===== src/rtl/uart_tx.sv =====
// uart_tx: FIFO-buffered asynchronous serial transmitter.
// Configurable data, parity and stop bits; line idles high.

module uart_tx #(
  parameter int IN_CLK_FR  = 100000000,
  parameter int BAUD_RATE  = 9600,
  parameter int DATA_BITS  = 8,
  parameter int PARITY     = 0,
  parameter int STOP_BITS  = 1,
  parameter int FIFO_DEPTH = 4
) (
  input  logic                        clk,
  input  logic                        rst_n,
  input  logic [DATA_BITS-1:0]        word,
  input  logic                        word_valid,
  output logic                        word_ready,
  output logic                        PIN_TX,
  output logic                        busy,
  output logic [$clog2(FIFO_DEPTH):0] fifo_level
);

  localparam int CPB =
    (IN_CLK_FR + BAUD_RATE / 2) / BAUD_RATE;
  localparam int CW = $clog2(CPB);
  localparam int AW = $clog2(FIFO_DEPTH);
  localparam int BW = $clog2(DATA_BITS);
  localparam bit USE_PAR =
    (PARITY == 1) || (PARITY == 2);
  localparam bit ODD_PAR = (PARITY == 1);
  localparam int NSTOP = (STOP_BITS == 2) ? 2 : 1;

  typedef enum logic [2:0] {
    S_IDLE,
    S_START,
    S_DATA,
    S_PAR,
    S_STOP
  } state_t;

  state_t               r_state;
  logic [CW-1:0]        r_baud;
  logic [BW-1:0]        r_bit;
  logic [DATA_BITS-1:0] r_shreg;
  logic                 r_par;

  logic [DATA_BITS-1:0] r_mem [FIFO_DEPTH];
  logic [AW:0]          r_wr;
  logic [AW:0]          r_rd;

  logic [AW:0]          w_level;
  logic                 w_full;
  logic                 w_empty;
  logic                 w_push;
  logic                 w_pop;
  logic                 w_tick;
  logic                 w_last_stop;
  logic [DATA_BITS-1:0] w_head;
  logic                 w_par;
  logic                 w_line;

  assign w_level = r_wr - r_rd;
  assign w_full  = (w_level == (AW+1)'(FIFO_DEPTH));
  assign w_empty = (w_level == '0);
  assign w_push  = word_valid & ~w_full;
  assign w_head  = r_mem[r_rd[AW-1:0]];
  assign w_par   = ODD_PAR ? ~^w_head : ^w_head;

  assign w_tick = (r_state != S_IDLE) &&
                  (r_baud == CW'(CPB - 1));

  assign w_last_stop = (r_state == S_STOP) &&
                       w_tick &&
                       (r_bit == BW'(NSTOP - 1));

  assign w_pop = ~w_empty &&
                 ((r_state == S_IDLE) || w_last_stop);

  assign word_ready = ~w_full;
  assign fifo_level = w_level;

  // Line level implied by the current frame state.
  always_comb begin
    w_line = 1'b1;
    unique case (r_state)
      S_IDLE:  w_line = 1'b1;
      S_START: w_line = 1'b0;
      S_DATA:  w_line = r_shreg[0];
      S_PAR:   w_line = r_par;
      S_STOP:  w_line = 1'b1;
      default: w_line = 1'b1;
    endcase
  end

  // Queue storage; contents need no reset.
  always_ff @(posedge clk) begin
    if (w_push) begin
      r_mem[r_wr[AW-1:0]] <= word;
    end
  end

  // Queue pointers with an extra wrap bit.
  always_ff @(posedge clk or negedge rst_n) begin
    if (!rst_n) begin
      r_wr <= '0;
      r_rd <= '0;
    end else begin
      if (w_push) r_wr <= r_wr + 1'b1;
      if (w_pop)  r_rd <= r_rd + 1'b1;
    end
  end

  // Frame sequencer with baud and bit counters.
  always_ff @(posedge clk or negedge rst_n) begin
    if (!rst_n) begin
      r_state <= S_IDLE;
      r_baud  <= '0;
      r_bit   <= '0;
      r_shreg <= '0;
      r_par   <= 1'b0;
    end else begin
      if (r_state == S_IDLE || w_tick) begin
        r_baud <= '0;
      end else begin
        r_baud <= r_baud + 1'b1;
      end
      unique case (r_state)
        S_IDLE: begin
          if (w_pop) begin
            r_shreg <= w_head;
            r_par   <= w_par;
            r_state <= S_START;
          end
        end
        S_START: begin
          if (w_tick) begin
            r_bit   <= '0;
            r_state <= S_DATA;
          end
        end
        S_DATA: begin
          if (w_tick) begin
            r_shreg <= r_shreg >> 1;
            if (r_bit == BW'(DATA_BITS - 1)) begin
              r_bit   <= '0;
              r_state <= USE_PAR ? S_PAR : S_STOP;
            end else begin
              r_bit <= r_bit + 1'b1;
            end
          end
        end
        S_PAR: begin
          if (w_tick) begin
            r_bit   <= '0;
            r_state <= S_STOP;
          end
        end
        S_STOP: begin
          if (w_tick) begin
            if (w_last_stop) begin
              r_bit <= '0;
              if (w_pop) begin
                r_shreg <= w_head;
                r_par   <= w_par;
                r_state <= S_START;
              end else begin
                r_state <= S_IDLE;
              end
            end else begin
              r_bit <= r_bit + 1'b1;
            end
          end
        end
        default: r_state <= S_IDLE;
      endcase
    end
  end

  // Registered line and activity outputs.
  always_ff @(posedge clk or negedge rst_n) begin
    if (!rst_n) begin
      PIN_TX <= 1'b1;
      busy   <= 1'b0;
    end else begin
      PIN_TX <= w_line;
      busy   <= (r_state != S_IDLE) || ~w_empty;
    end
  end

endmodule


===== config.mk =====
export PLATFORM = sky130hd
export DESIGN_NAME = uart_tx
export DESIGN_NICKNAME = d
export VERILOG_FILES = /design/src/rtl/uart_tx.sv
export SDC_FILE = /design/constraint.sdc
export NUM_CORES = 1
export LEC_CHECK = 0
export CAP_MARGIN = 40
export CORE_ASPECT_RATIO = 0.5
export CORE_MARGIN = 5
export CORE_UTILIZATION = 64
export DETAILED_ROUTE_END_ITERATION = 6
export PLACE_DENSITY = 0.82
export SLEW_MARGIN = 15
export SYNTH_ARGS = -nofsm -noshare
export SYNTH_HDL_FRONTEND = slang
export SYNTH_SLANG_ARGS = --single-unit

===== constraint.sdc =====
create_clock -name clk -period 6.84 [get_ports clk]
set_clock_uncertainty 0.1 [all_clocks]
set_input_delay 2.052 -clock clk [delete_from_list [all_inputs] [get_ports clk]]
set_output_delay 2.052 -clock clk [all_outputs]
set_load 0.02 [all_outputs]

* Word level (Yosys, flattened, before mapping) *
Memory sizes are Yosys's and may differ from the RTL's.
Cells that the tools add are included.
Widths: inputs -> output; s select.

storage, ports and cells
  RAM bits = 32
  bits in registers = 37
  memories kept = 1

cells by class
  add/sub/neg operators = 5
  equal/unequal tests = 15
  bitwise gates (word level) = 3
  multiplexer cells = 28
  reductions and logical operators = 20

memory list
  name   depth  bits a word  rd ports  clocked after Yosys merged registers in  write ports  line  RTL
  r_mem  4      8            1         0                                        1            46    logic [DATA_BITS-1:0] r_mem [FIFO_DEPTH];

operators with widths
  kind                   number
  $mux 3                 12
  $mux 8                 4
  $pmux 8 s3             1
  $pmux 3 s5             1
  $add 14x1->14 const B  1
  $eq 14x14->1 const B   1
  $mux 14                1
  $ne 2x2->1 const B     7
  $add 3x1->3 const B    3
  $eq 3x3->1 const B     3
  $logic_not 3->1        3
  $pmux 3 s3             1
  $reduce_bool 3->1      3
  $reduce_and 4->1       2
  $reduce_xor 8->1       1
  $reduce_and 7->1       1
  $eq 3x2->1 const B     2
  $mux 1                 6
  $logic_and 1x1->1      4
  $eq 3x1->1 const B     1
  $logic_or 1x1->1       3
  $pmux 1 s3             1
  $reduce_and 3->1       1
  $sub 3x3->3            1
  6 further kinds        7

* Depth between registers and ports, before layout *
  word-level depth = 10
  depth in mapped cells = 8

* Worst setup path after synthesis *
OpenSTA, ideal clock, no wires.

  path type = reg-to-output
  start point = register r_wr[0]
  end point = output word_ready
  path buffers = 0
  setup slack = 3.019 ns
  cell stages (with the launch flop) = 6
  arrival time = 1.669 ns
  cells stage by stage = dfrtp_1 inv_1 ha_1 fa_1 xor3_1 nand3_1

on the way
  longest elaborated chain between the ends = 3

ends and longest elaborated chain
  element                   line  RTL
  start: declaration        47    logic [AW:0] r_wr;
  start signal: assignment  107   if (w_push) r_wr <= r_wr + 1'b1;
  $sub 3x3->3               61    assign w_level = r_wr - r_rd;
  named net fifo_level[2]   19    output logic [$clog2(FIFO_DEPTH):0] fifo_level
  $eq 3x3->1                62    assign w_full = (w_level == (AW+1)'(FIFO_DEPTH));
  $not 1->1                 78    assign word_ready = ~w_full;
  end: declaration          16    output logic word_ready,

The timed path passes the listed nets, and every way through them passes these cells.

* Final worst setup path *
  start point = register r_rd[0]
  end point = output word_ready

on the way
  longest elaborated chain between the ends = 3

ends and longest elaborated chain
  element                   line  RTL
  start: declaration        48    logic [AW:0] r_rd;
  start signal: assignment  108   if (w_pop) r_rd <= r_rd + 1'b1;
  $sub 3x3->3               61
  $eq 3x3->1                62
  $not 1->1                 78

Every way passes these cells.

==> impl_metrics.yaml <==
synthesis:
  ys_seq_area_frac: 0.583
  syn_nets: 265
  yosys-top-cells-count: "36 x dfrtp_1, 32 x edfxtp_1, 18 x nand2_1, 18 x nor2_1, 13 x inv_1"
  yosysMostFrequentCell: "dfrtp_1"
  synth.area.top_cells: "edfxtp_1 30%, dfrtp_1 28%, mux4_2 5.6%, ha_1 4.2%, xnor2_1 3.2%"
  synth_top_area_cell: "edfxtp_1"
  syn_inst: 242
  synth-edff-count: 32
  syn_area_mm2: 0.00324
  synth_top_area_share: 0.297
  ys_types: 45
  ys_ff_latch: 69
  avgSynthCellArea_um2: 13.4
  synth_warnings: 0
  synth_ff_type: "dfrtp_1"
  ys_async_sr_fraction: 0.536
worst_setup_path:
  crit_fanout: 11
  cp_data_required_time_ns: 4.69
  critPathLaunchType: "flip-flop"
  critPathArrivalTime_ns: 2.70
  crit_type: "reg2out"
  cp_slowest_cell: "clkdlybuf4s50_1"
  slowest_delay_ns: 0.66
  cp-end-kind: "output port"
  crit_chain: "ha_1 -> fa_1 -> xor3_1 -> nand3_1 -> clkdlybuf4s50_1"
global_route:
  grt_pass1_wl_mm: 9.52
  grt_use_total: 0.188
  grt_pass1_vias: 1925
  grt.overflow.total: 0
  grt_max_degree: 38
  antenna_found_initial: 0
floorplanning:
  die_h_um: 60.3
  io_pins: 17
  die_x_um: 111
  initial_core_util: 0.660
  core_mm2: 0.00491
  dieArea_mm2: 0.00667
  rows: 18
placement:
  gp_congestion: 0.765
  io_buffers: 16
  dp.final_hpwl_mm: 3.97
sta:
  worstMarginPinSlew_ns: 0.582
  fin_crit_ns: 4.85
  fin_crit_sh: 0.709
  drv_slew: 0
  rsz0062_at_grt: "no"
  maxSlewHeadroom: 0.609
  setup_viol: 0
  max_freq_mhz: 206
  finalSetupTns_ns: 0
  hold_viol_final: 0
  whs_ns: 0.384
clock_tree:
  cts_buffers: 9
  worstSkewPairLatency_ns: 0.35
  cts_max_path_buffers: 2
  cts_setup_buffers: 0
  postCtsHoldBufs: 0
  cts_sinks: 69
  root_buffer: "clkbuf_8"
  cts_resized: 0
  htree_levels: 3
  cts_tree: "done"
  clk_pin_slew_ns: 0.08
route:
  vias: 1890
  viasPerCell: 5.63
  drc: 0
  first_pass_iters: 4
  routed_wl_mm: 5.59
  ant_nets: 0
  drt_iter0_drc: 83
  wl_per_cell_um: 16.6
final_layout:
  area_growth_pct: 13.3
  layout-drive-gt1-share: 0.150
  fill_cells: 328
  diodes: 0
  num-nets-final: 284
power:
  p_sw_frac: 0.302
  p_leak_nw: 1.42
  p_switching_uw: 336
  power_mw: 1.11
  clkPwrFrac: 0.306
  internal_power_uw: 776
  seqPwrFrac: 0.457
  combPwrFrac: 0.237
  ir_drop_v: 0.000216
  powerDensity_mw_per_mm2: 303
outcome:
  status: "finished clean"
run:
  maxCapViolCount: 0
min_path:
  min_path_type: "reg2reg"
## kinds of logic (layout without fill, tap and decap cells)
kind of cell | Yosys count | count (layout) | synth area share
fa+ha+maj | 12 | 12 | 0.0486
flops | 69 | 69 | 0.583
simple gates | 70 | 70 | 0.117
buf+inv | 22 | 46 | 0.0263
compound gates | 34 | 34 | 0.0892
mux | 11 | 11 | 0.0668
xor+xnor | 24 | 24 | 0.0695
## routing by layer
| metal | routed length, um | part of all wire | up-vias | global-route usage |
|---|---|---|---|---|
| met5 | 0 | 0 | - | 0 |
| met4 | 44 | 0.0079 | 0 | 0.0474 |
| met3 | 233 | 0.042 | 6 | 0.0647 |
| met2 | 2750 | 0.49 | 29 | 0.325 |
| met1 | 2560 | 0.46 | 943 | 0.236 |
| li1 | - | - | 912 | - |
## critical path: cells and delay by family (launching register included)
| kind | cells | cell delay (ns) |
|---|---|---|
| xor+xnor | 1 | 0.24 |
| fa+ha+maj | 2 | 0.67 |
| buf+inv | 1 | 0.66 |
| flops | 1 | 0.59 |
| simple gates | 1 | 0.19 |
## state kept, by name, summed over array words and instances, names as in the netlist
signal and flops:
busy 1, r_state 3, r_shreg 8, r_mem 32, r_par 1, r_wr 3, r_bit 3, r_rd 3
PIN_TX 1, r_baud 14
## layout by cell type (no fill, tap or decap), types with 6 or more instances in the layout
cell type and n:
clkbuf_8 9, clkdlybuf4s50_1 15, dfrtp_1 36, edfxtp_1 32
ha_1 11, inv_1 13, mux4_2 8, nand2_1 18
nor2_1 18, o21ai_0 6, o22a_1 7, o32a_1 7
xnor2_1 12, xor2_1 11
## final cells by class
cell class / instances / area, um^2 / area share
Sequential cell: 69 / 1890 / 0.514
Multi-Input combinational cell: 151 / 1270 / 0.345
Timing Repair Buffer: 17 / 175 / 0.0477
Clock buffer: 9 / 124 / 0.0337
Tap cell: 70 / 87.6 / 0.0239
Clock inverter: 7 / 80.1 / 0.0218
Inverter: 13 / 48.8 / 0.0133
## per-stage QoR
stage / cells / area (um^2) / util / setup WS [ns]
after global placement: 319 / 3450 / 0.702 / 2.39
after floorplan: 242 / 3240 / - / 3.02
after detailed placement: 319 / 3450 / 0.702 / 2.36
final: 336 / 3670 / 0.748 / 1.99
after global routing: 336 / 3670 / 0.748 / 1.84
after CTS: 335 / 3650 / 0.744 / 1.95
## worst paths after layout
| path | startpoint | endpoint | slack [ns] | cells past startpoint |
|---|---|---|---|---|
| max in group asynchronous | rst_n | PIN_TX | 4.78 | 2 |
| min reg2reg | r_wr[2] | r_wr[2] | 0.38 | 1 |
| max reg2reg | r_baud[0] | r_rd[1] | 4.04 | 7 |
| max | r_rd[0] | word_ready | 1.99 | 5 |
| min in group asynchronous | rst_n | busy | 1.42 | 1 |
| min | r_wr[2] | r_wr[2] | 0.38 | 1 |
## power groups by stage
stage	Combinational [mW]	Clock, mW	Sequential [mW]
after floorplan	0.175	0	0.509
after global placement	0.253	0	0.511
after detailed placement	0.263	0	0.518
after CTS	0.264	0.346	0.508
after global routing	0.285	0.364	0.511
final	0.264	0.340	0.507
Note: power is estimated with default switching activity, not from simulation.
